**config.mk**
```make
export PLATFORM = sky130hd
export DESIGN_NAME = rgb_pwm_driver_flat
export DESIGN_NICKNAME = d
export VERILOG_FILES = /design/src/rtl/rgb_pwm_driver_pkg.sv /design/src/rtl/rgb_pwm_driver_if.sv /design/src/rtl/rgb_pwm_driver_pwm_channel.sv /design/src/rtl/rgb_pwm_driver.sv /design/src/flat_wrapper.sv
export SDC_FILE = /design/constraint.sdc
export NUM_CORES = 1
export LEC_CHECK = 0
export ABC_CLOCK_PERIOD_IN_PS = 7800
export CAP_MARGIN = 10
export CORE_MARGIN = 2
export CORE_UTILIZATION = 34
export DETAILED_ROUTE_END_ITERATION = 10
export PLACE_DENSITY_LB_ADDON = 0.12
export SLEW_MARGIN = 0
export SYNTH_ARGS = -nofsm -noshare
export SYNTH_HDL_FRONTEND = slang
export SYNTH_SLANG_ARGS = --single-unit
```
**constraint.sdc**
```tcl
create_clock -name clk -period 7.8 [get_ports clk]
set_input_delay 0.78 -clock clk [delete_from_list [all_inputs] [get_ports clk]]
set_output_delay 0.78 -clock clk [all_outputs]
set_load 0.02 [all_outputs]
```
**src/rtl/rgb_pwm_driver_pkg.sv**
```systemverilog
// Shared types and constants for the RGB PWM driver and the colour sequencer.
package rgb_pwm_driver_pkg;

    localparam int DUTY_W  = 8;
    localparam int PRESC_W = 16;

    typedef logic [DUTY_W-1:0] duty_t;

    // Last value of the period counter; a period is PWM_PERIOD_LAST+1 = 255 ticks.
    localparam duty_t PWM_PERIOD_LAST = 8'd254;

    typedef enum logic [1:0] {
        ST_IDLE     = 2'd0,
        ST_RUN      = 2'd1,
        ST_STOPPING = 2'd2
    } pwm_state_e;

    typedef struct packed {
        duty_t r;
        duty_t g;
        duty_t b;
    } duty_rgb_t;

endpackage

```
**src/rtl/rgb_pwm_driver_if.sv**
```systemverilog
// Duty-update handshake between the colour sequencer and the PWM driver.
interface rgb_pwm_driver_if;
    import rgb_pwm_driver_pkg::*;

    logic  upd_valid;
    logic  upd_ready;
    duty_t duty_r;
    duty_t duty_g;
    duty_t duty_b;

    modport master (
        output upd_valid,
        output duty_r,
        output duty_g,
        output duty_b,
        input  upd_ready
    );

    modport slave (
        input  upd_valid,
        input  duty_r,
        input  duty_g,
        input  duty_b,
        output upd_ready
    );

endinterface

```
**src/rtl/rgb_pwm_driver_pwm_channel.sv**
```systemverilog
// One PWM colour channel: compare, pin polarity and output register.
// The compare uses the counter/duty values the top is about to load, so the
// registered pin lines up exactly with the registered period counter.
module pwm_channel
    import rgb_pwm_driver_pkg::*;
#(
    parameter bit ACTIVE_LOW = 1'b0
) (
    input  logic  clk,
    input  logic  rst,
    input  logic  ld,
    input  logic  act,
    input  duty_t pcnt_nx,
    input  duty_t duty_nx,
    output logic  pwm
);

    // Pin register: updated only on tick / run-entry clocks so it never glitches.
    always_ff @(posedge clk or negedge rst) begin
        if (!rst) begin
            pwm <= ACTIVE_LOW;
        end else if (ld) begin
            pwm <= (act && (pcnt_nx < duty_nx)) ^ ACTIVE_LOW;
        end
    end

endmodule

```
**src/rtl/rgb_pwm_driver.sv**
```systemverilog
// Three-channel RGB PWM driver: prescaler, 255-tick period counter, run/stop
// FSM and a one-deep duty update buffer applied only at period boundaries.
module rgb_pwm_driver
    import rgb_pwm_driver_pkg::*;
#(
    parameter int unsigned PRESCALE   = 4,
    parameter bit          ACTIVE_LOW = 1'b0
) (
    input  logic            clk,
    input  logic            rst,
    input  logic            en,
    rgb_pwm_driver_if.slave upd,
    output logic            pwm_r,
    output logic            pwm_g,
    output logic            pwm_b,
    output logic            period_start,
    output logic            running
);

    localparam logic [PRESC_W-1:0] PRESC_LAST = PRESC_W'(PRESCALE - 1);

    logic               rst_sync_p0;
    logic               rst_sync_p1;

    pwm_state_e         state_q;
    pwm_state_e         state_nx;
    logic [PRESC_W-1:0] presc_q;
    logic [PRESC_W-1:0] presc_nx;
    duty_t              pcnt_q;
    duty_t              pcnt_nx;
    duty_rgb_t          act_q;
    duty_rgb_t          act_nx;
    duty_rgb_t          pend_q;
    duty_rgb_t          pend_nx;
    logic               ready_q;
    logic               ready_nx;
    logic               pstart_nx;
    logic               run_nx;
    logic               tick;
    logic               wrap;
    logic               accept;
    logic               ld;

    assign upd.upd_ready = ready_q;

    // Reset release synchroniser: assertion is immediate, release reaches the FSM two clocks later.
    always_ff @(posedge clk or negedge rst) begin
        if (!rst) begin
            rst_sync_p0 <= 1'b0;
            rst_sync_p1 <= 1'b0;
        end else begin
            rst_sync_p0 <= 1'b1;
            rst_sync_p1 <= rst_sync_p0;
        end
    end

    // Next-state logic for the FSM, counters and update buffer.
    always_comb begin
        state_nx  = state_q;
        presc_nx  = presc_q;
        pcnt_nx   = pcnt_q;
        act_nx    = act_q;
        pend_nx   = pend_q;
        ready_nx  = ready_q;
        pstart_nx = 1'b0;
        ld        = 1'b0;
        tick      = (state_q != ST_IDLE) && (presc_q == PRESC_LAST);
        wrap      = tick && (pcnt_q == PWM_PERIOD_LAST);
        accept    = upd.upd_valid && ready_q;

        // Accept and apply never coincide: accept needs an empty buffer,
        // apply needs a full one, so a triple taken on a wrap waits a period.
        if (accept) begin
            pend_nx  = {upd.duty_r, upd.duty_g, upd.duty_b};
            ready_nx = 1'b0;
        end

        case (state_q)
            ST_IDLE: begin
                if (en && rst_sync_p1) begin
                    state_nx  = ST_RUN;
                    presc_nx  = '0;
                    pcnt_nx   = '0;
                    pstart_nx = 1'b1;
                    ld        = 1'b1;
                    if (!ready_q) begin
                        act_nx   = pend_q;
                        ready_nx = 1'b1;
                    end
                end
            end
            ST_RUN, ST_STOPPING: begin
                if (tick) begin
                    presc_nx = '0;
                    pcnt_nx  = wrap ? '0 : pcnt_q + 8'd1;
                    ld       = 1'b1;
                end else begin
                    presc_nx = presc_q + 16'd1;
                end
                if (wrap && !ready_q) begin
                    act_nx   = pend_q;
                    ready_nx = 1'b1;
                end
                if (en) begin
                    state_nx  = ST_RUN;
                    pstart_nx = wrap;
                end else if (state_q == ST_RUN) begin
                    // Stopping still finishes the current period and, if the
                    // drop lands on a wrap, the whole next one.
                    state_nx  = ST_STOPPING;
                    pstart_nx = wrap;
                end else if (wrap) begin
                    state_nx = ST_IDLE;
                    pcnt_nx  = '0;
                end
            end
            default: begin
                state_nx = ST_IDLE;
            end
        endcase

        run_nx = (state_nx != ST_IDLE);
    end

    // FSM and control registers with their registered status outputs.
    always_ff @(posedge clk or negedge rst) begin
        if (!rst) begin
            state_q      <= ST_IDLE;
            presc_q      <= '0;
            pcnt_q       <= '0;
            act_q        <= '0;
            ready_q      <= 1'b1;
            period_start <= 1'b0;
            running      <= 1'b0;
        end else begin
            state_q      <= state_nx;
            presc_q      <= presc_nx;
            pcnt_q       <= pcnt_nx;
            act_q        <= act_nx;
            ready_q      <= ready_nx;
            period_start <= pstart_nx;
            running      <= run_nx;
        end
    end

    // Pending triple storage; its content is only meaningful while upd_ready is low.
    always_ff @(posedge clk) begin
        pend_q <= pend_nx;
    end

    pwm_channel #(.ACTIVE_LOW(ACTIVE_LOW)) u_ch_r (
        .clk     (clk),
        .rst     (rst),
        .ld      (ld),
        .act     (run_nx),
        .pcnt_nx (pcnt_nx),
        .duty_nx (act_nx.r),
        .pwm     (pwm_r)
    );

    pwm_channel #(.ACTIVE_LOW(ACTIVE_LOW)) u_ch_g (
        .clk     (clk),
        .rst     (rst),
        .ld      (ld),
        .act     (run_nx),
        .pcnt_nx (pcnt_nx),
        .duty_nx (act_nx.g),
        .pwm     (pwm_g)
    );

    pwm_channel #(.ACTIVE_LOW(ACTIVE_LOW)) u_ch_b (
        .clk     (clk),
        .rst     (rst),
        .ld      (ld),
        .act     (run_nx),
        .pcnt_nx (pcnt_nx),
        .duty_nx (act_nx.b),
        .pwm     (pwm_b)
    );

endmodule

```
**src/flat_wrapper.sv**
```systemverilog
// flat-port wrapper written by rule: the top's interface ports become plain ports
module rgb_pwm_driver_flat import rgb_pwm_driver_pkg::*;
#(
    parameter int unsigned PRESCALE   = 4,
    parameter bit          ACTIVE_LOW = 1'b0
)
  (clk, rst, en, pwm_r, pwm_g, pwm_b, period_start, running, upd_upd_valid, upd_duty_r, upd_duty_g, upd_duty_b, upd_upd_ready);
  rgb_pwm_driver_if upd_i ();
  input  logic clk;
  input  logic rst;
  input  logic en;
  output logic pwm_r;
  output logic pwm_g;
  output logic pwm_b;
  output logic period_start;
  output logic running;
  input wire logic [$bits(upd_i.upd_valid)-1:0] upd_upd_valid;
  input wire logic [$bits(upd_i.duty_r)-1:0] upd_duty_r;
  input wire logic [$bits(upd_i.duty_g)-1:0] upd_duty_g;
  input wire logic [$bits(upd_i.duty_b)-1:0] upd_duty_b;
  output wire logic [$bits(upd_i.upd_ready)-1:0] upd_upd_ready;
  assign upd_i.upd_valid = upd_upd_valid;
  assign upd_i.duty_r = upd_duty_r;
  assign upd_i.duty_g = upd_duty_g;
  assign upd_i.duty_b = upd_duty_b;
  assign upd_upd_ready = upd_i.upd_ready;
  rgb_pwm_driver #(.PRESCALE(PRESCALE), .ACTIVE_LOW(ACTIVE_LOW)) u_core (.clk(clk), .rst(rst), .en(en), .upd(upd_i), .pwm_r(pwm_r), .pwm_g(pwm_g), .pwm_b(pwm_b), .period_start(period_start), .running(running));
endmodule
```
# ---- After elaboration in Yosys (flattened, before gate mapping)
# Index checks and enable logic that the tools add are counted.
# W data, S select, Z words.
dict set report word_totals {
  ff_bits 82
  wordCells 72
  out_inout_bits 6
  inputBits 28
}
dict set report classes {
  n_mux 30
  eq_ne 5
  n_lt_le_gt_ge 3
  n_reduce_logical 15
  add_sub_neg 2
}
# cell n
set ops {}
lappend ops {{$mux W24} 3}
lappend ops {{$mux W8} 6}
lappend ops {{$pmux W24 S2} 1}
lappend ops {{$mux W16} 2}
lappend ops {{$pmux W16 S2} 1}
lappend ops {{$lt A8 B8 Y1} 3}
lappend ops {{$add A16 B1 Y16 const B} 1}
lappend ops {{$eq A16 B2 Y1 const B} 1}
lappend ops {{$pmux W8 S2} 1}
lappend ops {{$add A8 B1 Y8 const B} 1}
lappend ops {{$eq A8 B8 Y1 const B} 1}
lappend ops {{$logic_and A1 B1 Y1} 8}
lappend ops {{$mux W1} 8}
lappend ops {{$mux W2} 4}
lappend ops {{$pmux W1 S2} 3}
lappend ops {{$reduce_bool A2 Y1} 3}
lappend ops {{$pmux W2 S2} 1}
lappend ops {{$eq A2 B1 Y1 const B} 1}
lappend ops {{$eq A2 B2 Y1 const B} 1}
lappend ops {{$logic_not A2 Y1} 1}
lappend ops {{$ne A2 B1 Y1 const B} 1}
lappend ops {{$reduce_and A2 Y1} 1}
lappend ops {{$reduce_or A2 Y1} 1}
lappend ops {{$logic_not A1 Y1} 1}

# ---- Logic depth before layout (Yosys ltp)
# Gate-level depths: netlist of the first run.
dict set report depth {
  ltp_word 11
  depth_mapped 16
}

# ---- Modules after synthesis
# From an unflattened synthesis of the first run, not the netlist that was laid out.
dict set report hier_totals {
  cells_unflattened 424
  hier_area_um2 4505.6
}
# mod cells_each n_inst area_per_inst_um2 seq_area_each_um2
set modules_own_cells {}
lappend modules_own_cells {rgb_pwm_driver 346 1 3863.7 2098.3}
lappend modules_own_cells {pwm_channel 26 3 214.0 25.0}

# ---- Worst setup path before layout of the first run
# No wires, ideal clock.
dict set report synth_timing {
  kind {register to register}
  start {register u_core.state_q[0]}
  end {register u_core.u_ch_g.pwm}
  path_slack_ns 4.277
  path_buffers 2
  stages_incl_launch_ff 15
  arrival_time_ns 3.427
  required_ns 7.705
  period_less_slack_ns 3.523
  cell_sequence {dfrtp_1 inv_1 ha_1 nor4_4 nand4_4 or3_1 buf_2 buf_6 a22o_1 a221oi_2 ha_1 a211oi_1 o211ai_1 a221o_1 o31ai_1}
}
dict set report synth_between {
  elab_chain_cells 11
  elab_cells_between_ends 26
  cone_classes {order compare (1); eq/ne (2); mux (15); reduce/logical (8)}
}
# item line
set synth_lines {}
lappend synth_lines {{start, declared} rgb_pwm_driver.sv:25} ;# pwm_state_e state_q;
lappend synth_lines {{start signal, assigned} rgb_pwm_driver.sv:136} ;# state_q <= state_nx;
lappend synth_lines {{$reduce_bool A2 Y1} rgb_pwm_driver.sv:67} ;# tick = (state_q != ST_IDLE) && (presc_q == PRESC_LAST);
lappend synth_lines {{$logic_and A1 B1 Y1} rgb_pwm_driver.sv:67}
lappend synth_lines {{$logic_and A1 B1 Y1} rgb_pwm_driver.sv:68} ;# wrap = tick && (pcnt_q == PWM_PERIOD_LAST);
lappend synth_lines {{$mux W8} rgb_pwm_driver.sv:95} ;# pcnt_nx = wrap ? '0 : pcnt_q + 8'd1;
lappend synth_lines {{$mux W8} rgb_pwm_driver.sv:93} ;# if (tick) begin
lappend synth_lines {{$mux W8} rgb_pwm_driver.sv:112} ;# end else if (wrap) begin
lappend synth_lines {{$mux W8} rgb_pwm_driver.sv:107} ;# end else if (state_q == ST_RUN) begin
lappend synth_lines {{$mux W8} rgb_pwm_driver.sv:104} ;# if (en) begin
lappend synth_lines {{$pmux W8 S2} rgb_pwm_driver.sv:78} ;# case (state_q)
lappend synth_lines {{$lt A8 B8 Y1} rgb_pwm_driver_pwm_channel.sv:23} ;# pwm <= (act && (pcnt_nx < duty_nx)) ^ ACTIVE_LOW;
lappend synth_lines {{$logic_and A1 B1 Y1} rgb_pwm_driver_pwm_channel.sv:23}
lappend synth_lines {{end signal, assigned} rgb_pwm_driver_pwm_channel.sv:23}
lappend synth_lines {{end, declared} rgb_pwm_driver_pwm_channel.sv:15} ;# output logic pwm
# Several ways; a longest one is shown, not always the timed one.
# A chain may end at the register's enable or synchronous reset.

# ---- Worst setup path after layout of the first run
# Same ends and word-level chain as after synthesis.

==> results of run 1 <==
-- sequential cells by signal, indices dropped and copies added (netlist names) --
name / count
u_core.act_q: 24
u_core.pcnt_q: 8
u_core.pend_q: 24
u_core.period_start: 1
u_core.presc_q: 16
u_core.rst_sync_p0: 1
u_core.rst_sync_p1: 1
u_core.running: 1
u_core.state_q: 2
u_core.u_ch_b.pwm: 1
u_core.u_ch_g.pwm: 1
u_core.u_ch_r.pwm: 1
u_core.upd.upd_ready: 1
-- where the power goes --
part | leakage (nW) | switching [mW] | internal [mW]
clock network | 0.142 | 0.173 | 0.244
logic | 1.18 | 0.513 | 0.333
registers | 0.987 | 0.0769 | 0.533
total | 2.31 | 0.763 | 1.11
-- final cells by class --
cell class,count,area (sq um)
inverters,27,101
multi-input cells,309,2380
clock inverters,7,60.1
fillers,1356,8210
flip-flops and latches,82,2170
clock buffers,9,225
well taps,180,225
repair buffers,42,393
-- worst register-to-register path: stages (launching register included) --
cell and delay (ns):
sky130_fd_sc_hd__dfrtp_1 0.40, sky130_fd_sc_hd__inv_1 0.09, sky130_fd_sc_hd__ha_1 0.25, sky130_fd_sc_hd__nor4_4 0.31
sky130_fd_sc_hd__nand4_4 0.22, sky130_fd_sc_hd__or3_1 0.80, sky130_fd_sc_hd__a22o_1 0.41, sky130_fd_sc_hd__a221oi_2 0.29
sky130_fd_sc_hd__ha_1 0.29, sky130_fd_sc_hd__a211oi_1 0.28, sky130_fd_sc_hd__o211ai_1 0.13, sky130_fd_sc_hd__a221o_1 0.37
sky130_fd_sc_hd__o31ai_1 0.18
-- cell families after synthesis --
group | after synthesis | synth area share
buffers and inverters | 50 | 0.0432
and+or+nand+nor | 109 | 0.138
adders and majority gates | 27 | 0.0711
AOI/OAI and AO/OA | 166 | 0.278
other | 1 | 0.000789
muxes | 1 | 0.00237
xor gates and xnor gates | 5 | 0.00922
DFF | 82 | 0.457
-- worst max-delay path by stage --
stage                       from           endpoint  slack, ns  depth (start not counted)
2_1_floorplan  u_core.state_q[0]  u_core.u_ch_g.pwm       4.28                         14
3_3_place_gp                  en  u_core.u_ch_g.pwm       3.73                         13
3_5_place_dp   u_core.state_q[0]  u_core.u_ch_g.pwm       3.66                         12
4_1_cts        u_core.state_q[0]  u_core.u_ch_g.pwm       3.63                         12
5_1_grt        u_core.state_q[1]  u_core.u_ch_g.pwm       3.35                         12
6_report       u_core.state_q[0]  u_core.u_ch_g.pwm       3.68                         12
-- placed cells by master (no fill, tap or decap), types with 6 or more instances in the layout --
| master | count |
|---|---|
| sky130_fd_sc_hd__a22oi_1 | 26 |
| sky130_fd_sc_hd__inv_1 | 7 |
| sky130_fd_sc_hd__nor2_1 | 15 |
| sky130_fd_sc_hd__nand4_1 | 6 |
| sky130_fd_sc_hd__nand3_1 | 14 |
| sky130_fd_sc_hd__and3_1 | 7 |
| sky130_fd_sc_hd__inv_2 | 20 |
| sky130_fd_sc_hd__a21o_1 | 8 |
| sky130_fd_sc_hd__a221oi_2 | 20 |
| sky130_fd_sc_hd__dfrtp_1 | 57 |
| sky130_fd_sc_hd__o21ai_0 | 35 |
| sky130_fd_sc_hd__buf_4 | 9 |
| sky130_fd_sc_hd__nor2b_1 | 21 |
| sky130_fd_sc_hd__clkdlybuf4s50_1 | 32 |
| sky130_fd_sc_hd__edfxtp_1 | 24 |
| sky130_fd_sc_hd__nand2_1 | 25 |
| sky130_fd_sc_hd__o31ai_1 | 11 |
| sky130_fd_sc_hd__a21oi_1 | 9 |
| sky130_fd_sc_hd__ha_1 | 26 |
| sky130_fd_sc_hd__a22o_1 | 23 |
| sky130_fd_sc_hd__clkbuf_16 | 9 |
-- layer usage --
metal  global-route usage  wire (um)
met1                0.235       5580
met2                0.284       5780
met3               0.0384        486
met4               0.0632        231
met5                    0          0
==> qor.log, run 1 <==
[routing] count of nets left with antenna violations after detail routing 0
[routing] via count 3658
[logic_synthesis] most used standard cell by instance count after synthesis sky130_fd_sc_hd__dfrtp_1
[power] Final Total Pwr 1.87 mW
[sta] smallest setup slack after layout 3.68 ns
[floorplan] Starting Density 0.345
[logic_synthesis] library cells used by synthesis 53
[cts] clock network latency to the later pin of the worst-skew pair 0.35 ns
[status] status finished, final reports clean
[setup_path] reg2reg path depth 12
[logic_synthesis] Synth Net Count 496
[global_routing] initial antenna violation count 0
[routing] 1st-pass router iterations 4
[setup_path] worst setup path class reg -> reg
[min_path] start point of the worst min-delay path u_core.rst_sync_p0
[sta] unrepaired setup endpoints after global routing false
[logic_synthesis] biggest area contributors in the synthesized netlist sky130_fd_sc_hd__dfrtp_1 30%, sky130_fd_sc_hd__edfxtp_1 15%, sky130_fd_sc_hd__ha_1 7.1%, sky130_fd_sc_hd__a221oi_2 6.3%, sky130_fd_sc_hd__a22o_1 4.2%
[sta] count of endpoints failing setup in the final report 0
[cts] Clock transition at path regs 0.06 ns
[global_routing] grt ovf 0
[sta] max_slew headroom 0.319
[cts] number of buffers added by the clock tree synthesis step 9
[setup_path] CP Capture Type register
[sta] tightest hold margin 0.361 ns
[place] worst setup timing slack at the placement stage 3.66 ns
[logic_synthesis] most used flip-flop cell after synthesis sky130_fd_sc_hd__dfrtp_1
[sta] final clock period utilization by the worst path 0.528
[sta] final slew viol count 0
[finish] proportion of layout cells with a drive suffix above 1 0.151
[sta] final setup skew 0.00559 ns
[setup_path] capture point of the worst reg-to-reg path u_core.u_ch_g.pwm
[power] maximum ir drop on the vdd rail 161 uV
[floorplan] num rows 43
[logic_synthesis] post-synthesis sequential element count 82
[routing] number of vias per cell 5.58
[global_routing] vias in the first global route 3806
[power] leakage power total 2.31 nW
[setup_path] series of cell instances along the critical path inv_1 -> ha_1 -> nor4_4 -> nand4_4 -> or3_1 -> a22o_1 -> a221oi_2 -> ha_1 -> a211oi_1 -> o211ai_1 -> a221o_1 -> o31ai_1
[finish] Non-Filler Instances 656
[global_routing] maximum number of pins on one net before global-route repair 59
[routing] DRT iter0 DRCs 206
[cts] number of setup buffers added after CTS 0
[finish] antenna cells 0
[cts] H-Tree Depth 3
[sta] clock period minus final worst setup slack 4.12 ns
[setup_path] Worst Setup Start Kind register
[setup_path] reg-to-reg startpoint u_core.state_q[0]
[floorplan] horizontal die dimension 122 um
[logic_synthesis] most used standard cells in the synthesized netlist 57 x sky130_fd_sc_hd__dfrtp_1, 35 x sky130_fd_sc_hd__o21ai_0, 27 x sky130_fd_sc_hd__ha_1, 26 x sky130_fd_sc_hd__a22oi_1, 25 x sky130_fd_sc_hd__nand2_1
[floorplan] area of the placeable core 0.0138 sq mm
[setup_path] WP data arrival 4.38 ns
[setup_path] kind of cell adding the most delay to the critical path compound AO/OA/AOI/OAI gates
[setup_path] Crit path top cell by count sky130_fd_sc_hd__ha_1
[cts] number of clock sinks 82
[place] post-detailed-placement half-perimeter wirelength 7990 um
[cts] clock tree from TritonCTS built
[power] pwr/cell area 337 mW/mm^2
[setup_path] required time reported for the critical path endpoint 8.06 ns
[cts] deepest clock path buffer count 2
[run] number of maximum-capacitance violations 0
[routing] WL final 12100 um
[logic_synthesis] Synth area leader sky130_fd_sc_hd__dfrtp_1
[min_path] hold path endpoint u_core.rst_sync_p1
[floorplan] Die Span Y 122 um
[logic_synthesis] Post-synth EDFFs 24
[setup_path] critical path's largest stage delay 0.80 ns
[finish] utilization after layout 0.404
[logic_synthesis] proportion of synthesized chip area in sequential cells 0.457
[finish] post-layout net count 526
[routing] routed wire length per instance 18.4 um
[logic_synthesis] synthesized area 0.00475 sq mm
[place] Port Buf Inserts 33
[logic_synthesis] share of flip-flops with an asynchronous set or reset after synthesis 0.707
[floorplan] Ports 34
[min_path] Min-Delay Path Depth 0
[floorplan] full die area 0.0149 sq mm
[sta] transition time at the pin with the least slew margin 1.02 ns
[setup_path] Register-to-Register Setup Slack 3.68 ns
[logic_synthesis] share of the synthesized area in the top cell type 0.300
[logic_synthesis] mean instance size in the synthesized netlist 10.8 sq um
[routing] Remaining DRCs 0
[sta] Max Clk Rate 243 MHz
[cts] root buffer selected by CTS sky130_fd_sc_hd__clkbuf_16
[global_routing] global-route wire length before repair 20100 um
[finish] P&R area growth vs syn 17.1%
[place] placed inst area 0.00528 sq mm
[logic_synthesis] gate count of the mapped netlist 441
[place] Placer Congestion 0.845
[sta] Hold Vio Cnt, Final 0
[cts] # hold bufs at CTS 0
[global_routing] GRT Util Overall 0.177
[sta] Setup TNS Final 0 ns
[logic_synthesis] yosys warns 0
[min_path] type of the tightest min-delay check reg -> reg
[setup_path] Max stage delay cell, worst path sky130_fd_sc_hd__or3_1
[setup_path] crit path buf inv count 1
[cts] post-cts sizing count 0
[finish] post-route cell area 0.00556 sq mm
[place] number of instances in the placed design 640
[setup_path] CP max FO 23
Power figures use the tool's default switching activity.
==> run 2, diff against run 1 <==
--- a/config.mk
+++ b/config.mk
@@ -5,7 +5,7 @@
 export SDC_FILE = /design/constraint.sdc
 export NUM_CORES = 1
 export LEC_CHECK = 0
-export ABC_CLOCK_PERIOD_IN_PS = 7800
+export ABC_CLOCK_PERIOD_IN_PS = 3610
 export CAP_MARGIN = 10
 export CORE_MARGIN = 2
 export CORE_UTILIZATION = 34
==> constraint.sdc (replaced) <==
create_clock -name clk -period 3.61 [get_ports clk]
set_input_delay 0.361 -clock clk [delete_from_list [all_inputs] [get_ports clk]]
set_output_delay 0.361 -clock clk [all_outputs]
set_load 0.02 [all_outputs]
==> qor.log, run 2 (same netlist as run 1, synthesis figures left out) <==
[place] placed inst area 0.00543 sq mm [+3.0%]
[min_path] type of the tightest min-delay check in -> async
[floorplan] Ports 34 [unchanged]
[power] Final Total Pwr 4.52 mW [+140%]
[setup_path] CP max FO 6 [-74%]
[cts] deepest clock path buffer count 2 [unchanged]
[finish] top flop regs u_core.act_q x24, u_core.pend_q x24, u_core.presc_q x16
[place] Placer Congestion 0.828 [-2.1%]
[floorplan] Die Span Y 122 um [unchanged]
[finish] post-route cell area 0.00605 sq mm [+8.8%]
[setup_path] WP data arrival 3.79 ns [-0.59 ns]
[cts] number of clock sinks 82 [unchanged]
[finish] antenna cells 0 [unchanged]
[sta] count of endpoints failing setup in the final report 0 [unchanged]
[place] Port Buf Inserts 33 [unchanged]
[floorplan] full die area 0.0149 sq mm [unchanged]
[cts] number of buffers added by the clock tree synthesis step 9 [unchanged]
[sta] Setup TNS Final 0 ns [unchanged]
[finish] utilization after layout 0.439 [+0.0353]
[setup_path] CP Capture Type register
[finish] P&R area growth vs syn 27.3%
[routing] 1st-pass router iterations 4 [unchanged]
[global_routing] maximum number of pins on one net before global-route repair 40 [-32%]
[routing] count of nets left with antenna violations after detail routing 0 [unchanged]
[setup_path] worst setup path class reg -> reg
[cts] clock tree from TritonCTS built
[floorplan] num rows 43 [unchanged]
[sta] unrepaired setup endpoints after global routing true
[floorplan] horizontal die dimension 122 um [unchanged]
[power] leakage power total 2.51 nW [+8.9%]
[floorplan] area of the placeable core 0.0138 sq mm [unchanged]
[global_routing] GRT Util Overall 0.179 [+0.00245]
[finish] commonest non-fill, non-tap cells in the layout 57 x sky130_fd_sc_hd__dfrtp_1, 32 x sky130_fd_sc_hd__o21ai_0, 32 x sky130_fd_sc_hd__clkdlybuf4s50_1
[floorplan] Starting Density 0.345 [unchanged]
[status] status finished, final reports clean
[sta] max_slew headroom 0.314 [-0.00495]
[routing] via count 3824 [+4.5%]
[finish] proportion of layout cells with a drive suffix above 1 0.237 [+0.0853]
[sta] Max Clk Rate 283 MHz [+17%]
[global_routing] global-route wire length before repair 20100 um [about the same]
[cts] Clock transition at path regs 0.06 ns [about the same]
[place] post-detailed-placement half-perimeter wirelength 8310 um [+4.1%]
[cts] H-Tree Depth 3 [unchanged]
[global_routing] vias in the first global route 3752 [-1.4%]
[power] pwr/cell area 748 mW/mm^2 [+120%]
[setup_path] Register-to-Register Setup Slack 0.08 ns [-3.60 ns]
[sta] final clock period utilization by the worst path 0.978 [+0.450]
[sta] transition time at the pin with the least slew margin 1.03 ns [+0.00742 ns]
[power] maximum ir drop on the vdd rail 289 uV [+79%]
[global_routing] grt ovf 0 [unchanged]
[sta] final setup skew 0.00877 ns [+0.00319 ns]
[finish] most common cell after layout, fill and taps aside sky130_fd_sc_hd__dfrtp_1
[sta] final slew viol count 0 [unchanged]
[cts] clock network latency to the later pin of the worst-skew pair 0.35 ns [about the same]
[routing] DRT iter0 DRCs 355 [+72%]
[setup_path] reg2reg path depth 13 [+1]
[cts] root buffer selected by CTS sky130_fd_sc_hd__clkbuf_16
[setup_path] required time reported for the critical path endpoint 3.87 ns [-4.19 ns]
[routing] Remaining DRCs 0 [unchanged]
[finish] post-layout net count 553 [+5.1%]
[routing] routed wire length per instance 19.0 um [+3.2%]
[global_routing] initial antenna violation count 0 [unchanged]
[sta] clock period minus final worst setup slack 3.53 ns [-0.589 ns]
[routing] WL final 13000 um [+7.5%]
[run] number of maximum-capacitance violations 0 [unchanged]
[sta] Hold Vio Cnt, Final 0 [unchanged]
[setup_path] Worst Setup Start Kind register
[routing] number of vias per cell 5.60 [+0.41%]
[run 2: cell types whose count changed in the layout (fill, tap and decap cells not counted), moves of 5 or more]
cell                       previous run  this run
sky130_fd_sc_hd__buf_4                9        31
sky130_fd_sc_hd__a221oi_4             0         7
sky130_fd_sc_hd__a221oi_2            20        14
sky130_fd_sc_hd__o31ai_1             11         6
sky130_fd_sc_hd__o31ai_2              0         5
[run 2: metrics by stage]
stage	hold slack, ns	setup slack, ns	std cells
detailed placement	0.338	-0.0363	656
global placement	0.337	0.0345	656
floorplan	0.0654	0.0874	441
CTS	0.205	0.0221	673
global route	0.256	-0.0843	683
finish	0.197	0.0786	683
[run 2: worst paths after layout]
| kind | from | end |
|---|---|---|
| hold / removal | rst | u_core.act_q[7] |
| setup reg to reg | u_core.state_q[1] | u_core.u_ch_r.pwm |
| hold reg to reg | u_core.rst_sync_p0 | u_core.rst_sync_p1 |
| min in group clk | u_core.rst_sync_p0 | u_core.rst_sync_p1 |
| max in group asynchronous | rst | u_core.upd.upd_ready |
| setup / recovery | u_core.state_q[1] | u_core.u_ch_r.pwm |
[run 2: layout make-up]
type                    instances  area (sq um)
fillers                      1349          7720
well taps                     180           225
clock inverters                 4          73.8
multi-input cells             309          2560
flip-flops and latches         82          2170
repair buffers                 69           668
inverters                      27           101
clock buffers                  12           246
[run 2: repair_timing]
action,CTS,global route
setup endpoints to repair,1,3
gates resized for setup,1,29
pin swaps,2,15
cloned,0,2
hold buffers,0,0
buffers inserted,1,8
[run 2: metal layers]
metal  vias to the layer above  track usage  share of wire
met3                        13       0.0449          0.043
li1                       1822            -              -
met2                        73        0.288           0.47
met1                      1916        0.242           0.48
met4                         0       0.0453          0.012
met5                         -            0              0
[run 2: report_power, final]
part / switching (mW) / total, mW / internal, mW
combinational: 1.26 / 2.20 / 0.946
sequential: 0.162 / 1.31 / 1.15
clock: 0.379 / 1.01 / 0.627
[run 2: worst max-delay path, cell delays in order (launching register included)]
cell	delay, ns
sky130_fd_sc_hd__dfrtp_1	0.36
sky130_fd_sc_hd__inv_2	0.06
sky130_fd_sc_hd__ha_4	0.17
sky130_fd_sc_hd__nor4_4	0.36
sky130_fd_sc_hd__nand4_4	0.12
sky130_fd_sc_hd__or3_4	0.42
sky130_fd_sc_hd__buf_12	0.17
sky130_fd_sc_hd__a22o_1	0.26
sky130_fd_sc_hd__a221oi_4	0.28
sky130_fd_sc_hd__ha_1	0.29
sky130_fd_sc_hd__a211oi_1	0.26
sky130_fd_sc_hd__o211ai_1	0.13
sky130_fd_sc_hd__a221o_1	0.38
sky130_fd_sc_hd__o31ai_2	0.18
==> run 3, diff against run 2 <==
--- a/config.mk
+++ b/config.mk
@@ -6,11 +6,11 @@
 export NUM_CORES = 1
 export LEC_CHECK = 0
 export ABC_CLOCK_PERIOD_IN_PS = 3610
-export CAP_MARGIN = 10
 export CORE_MARGIN = 2
 export CORE_UTILIZATION = 34
 export DETAILED_ROUTE_END_ITERATION = 10
 export PLACE_DENSITY_LB_ADDON = 0.12
+export SKIP_CTS_REPAIR_TIMING = 1
 export SLEW_MARGIN = 0
 export SYNTH_ARGS = -nofsm -noshare
 export SYNTH_HDL_FRONTEND = slang
==> qor.log, run 3 (same netlist as run 1, synthesis figures left out) <==
[finish] proportion of layout cells with a drive suffix above 1 0.205 [-0.0313]
[sta] count of endpoints failing setup in the final report 0 [unchanged]
[setup_path] WP data arrival 3.74 ns [-0.05 ns]
[setup_path] Register-to-Register Setup Slack 0.13 ns [+0.05 ns]
[global_routing] global-route wire length before repair 20000 um [-0.24%]
[setup_path] capture point of the worst reg-to-reg path u_core.u_ch_r.pwm
[run] number of maximum-capacitance violations 0 [unchanged]
[finish] most common cell after layout, fill and taps aside sky130_fd_sc_hd__dfrtp_1
[global_routing] initial antenna violation count 0 [unchanged]
[finish] filler cell count in the final layout 1357 [+0.59%]
[routing] Remaining DRCs 0 [unchanged]
[cts] number of clock sinks 82 [unchanged]
[routing] number of vias per cell 5.56 [-0.75%]
[routing] via count 3762 [-1.6%]
[cts] number of buffers added by the clock tree synthesis step 9 [unchanged]
[floorplan] area of the placeable core 0.0138 sq mm [unchanged]
[cts] clock tree from TritonCTS built
[floorplan] num rows 43 [unchanged]
[place] Port Buf Inserts 33 [unchanged]
[finish] commonest non-fill, non-tap cells in the layout 57 x sky130_fd_sc_hd__dfrtp_1, 32 x sky130_fd_sc_hd__o21ai_0, 32 x sky130_fd_sc_hd__clkdlybuf4s50_1
[sta] Setup TNS Final 0 ns [unchanged]
[global_routing] grt ovf 0 [unchanged]
[setup_path] critical path startpoint u_core.presc_q[0]
[sta] final setup skew 0.00677 ns [-0.00201 ns]
[place] Placer Congestion 0.828 [unchanged]
[finish] Register Area 0.00217 sq mm [unchanged]
[floorplan] horizontal die dimension 122 um [unchanged]
[finish] utilization after layout 0.429 [-0.0105]
[setup_path] reg-to-reg startpoint u_core.presc_q[0]
[finish] P&R area growth vs syn 24.3%
[cts] clock network latency to the later pin of the worst-skew pair 0.35 ns [about the same]
[power] Final Total Pwr 4.40 mW [-2.8%]
[sta] final slew viol count 0 [unchanged]
[power] leakage power total 2.45 nW [-2.6%]
[global_routing] vias in the first global route 3743 [-0.24%]
[setup_path] CP Capture Type register
[sta] unrepaired setup endpoints after global routing false
[place] post-detailed-placement half-perimeter wirelength 8310 um [unchanged]
[place] worst setup timing slack at the placement stage -0.0363 ns [unchanged]
[floorplan] full die area 0.0149 sq mm [unchanged]
[routing] routed wire length per instance 18.4 um [-3.4%]
[setup_path] reg2reg path depth 12 [-1]
[routing] count of nets left with antenna violations after detail routing 0 [unchanged]
[finish] combined area of the multi-input logic cells 0.00249 sq mm [-2.5%]
[floorplan] Ports 34 [unchanged]
[global_routing] maximum number of pins on one net before global-route repair 40 [unchanged]
[cts] deepest clock path buffer count 2 [unchanged]
[power] pwr/cell area 745 mW/mm^2 [-0.36%]
[routing] DRT iter0 DRCs 314 [-12%]
[floorplan] Starting Density 0.345 [unchanged]
[global_routing] GRT Util Overall 0.179 [-0.000396]
[finish] post-layout net count 547 [-1.1%]
[sta] transition time at the pin with the least slew margin 1.00 ns [-0.0274 ns]
[power] maximum ir drop on the vdd rail 291 uV [+0.58%]
[cts] H-Tree Depth 3 [unchanged]
[cts] root buffer selected by CTS sky130_fd_sc_hd__clkbuf_16
[finish] top flop regs u_core.act_q x24, u_core.pend_q x24, u_core.presc_q x16
[sta] Hold Vio Cnt, Final 0 [unchanged]
[setup_path] CP max FO 23 [+17]
[routing] WL final 12400 um [-4.2%]
[sta] Max Clk Rate 287 MHz [+1.4%]
[sta] smallest setup slack after layout 0.129 ns [+0.0501 ns]
[min_path] type of the tightest min-delay check in -> async
[routing] 1st-pass router iterations 5 [+1]
[sta] final clock period utilization by the worst path 0.964 [-0.0139]
[status] status finished, final reports clean
[setup_path] required time reported for the critical path endpoint 3.87 ns [about the same]
[finish] antenna cells 0 [unchanged]
[cts] Clock transition at path regs 0.06 ns [about the same]
[floorplan] Die Span Y 122 um [unchanged]
[sta] clock period minus final worst setup slack 3.48 ns [-0.0501 ns]
[setup_path] worst setup path class reg -> reg
[setup_path] Worst Setup Start Kind register
[sta] max_slew headroom 0.332 [+0.0183]
run 3: changes by cell type in the layout (fill, tap and decap cells not counted), sizes merged:
cell / delta
clkbuf: -2
buf: -4
run 3: critical path, cell delays in order (launching register included):
cell	delay, ns
sky130_fd_sc_hd__dfrtp_1	0.42
sky130_fd_sc_hd__ha_4	0.17
sky130_fd_sc_hd__nor4b_4	0.29
sky130_fd_sc_hd__nand4_4	0.13
sky130_fd_sc_hd__or3_4	0.40
sky130_fd_sc_hd__buf_12	0.17
sky130_fd_sc_hd__a22o_1	0.27
sky130_fd_sc_hd__a221oi_4	0.29
sky130_fd_sc_hd__ha_1	0.31
sky130_fd_sc_hd__a211oi_1	0.24
sky130_fd_sc_hd__o211ai_1	0.12
sky130_fd_sc_hd__a221o_1	0.38
sky130_fd_sc_hd__o31ai_2	0.18
run 3: how the worst max path moves through the flow:
stage / end / slack (ns)
5_1_grt: u_core.u_ch_r.pwm / 0.003
6_report: u_core.u_ch_r.pwm / 0.13
3_3_place_gp: u_core.u_ch_r.pwm / 0.03
2_1_floorplan: u_core.u_ch_g.pwm / 0.09
3_5_place_dp: u_core.u_ch_r.pwm / -0.04
4_1_cts: u_core.u_ch_r.pwm / -0.07
run 3: layer usage:
layer | global-route usage | up-vias | wire (um)
li1 | - | 1806 | -
met1 | 0.242 | 1860 | 5780
met2 | 0.286 | 84 | 5840
met3 | 0.0449 | 12 | 621
met4 | 0.0453 | 0 | 190
met5 | 0 | - | 0
run 3: report_power, final:
part           switching (mW)  total (mW)  internal, mW
logic                    1.21        2.08         0.869
registers               0.161        1.31          1.15
clock network           0.380        1.01         0.627
total                    1.75        4.40          2.65
run 3: cell type report:
class / instances / share of cell area
well taps: 180 / 0.0382
clock inverters: 4 / 0.0125
flip-flops and latches: 82 / 0.368
inverters: 27 / 0.0172
repair buffers: 63 / 0.0996
multi-input cells: 309 / 0.423
clock buffers: 12 / 0.0418
run 3: stage by stage:
| step | cells | hold WS (ns) | instance area [sq um] |
|---|---|---|---|
| final | 677 | 0.183 | 5900 |
| after global routing | 677 | 0.256 | 5900 |
| after CTS | 672 | 0.205 | 5750 |
| after detailed placement | 656 | 0.338 | 5430 |
| after global placement | 656 | 0.337 | 5430 |
| after floorplan | 441 | 0.0654 | 4750 |
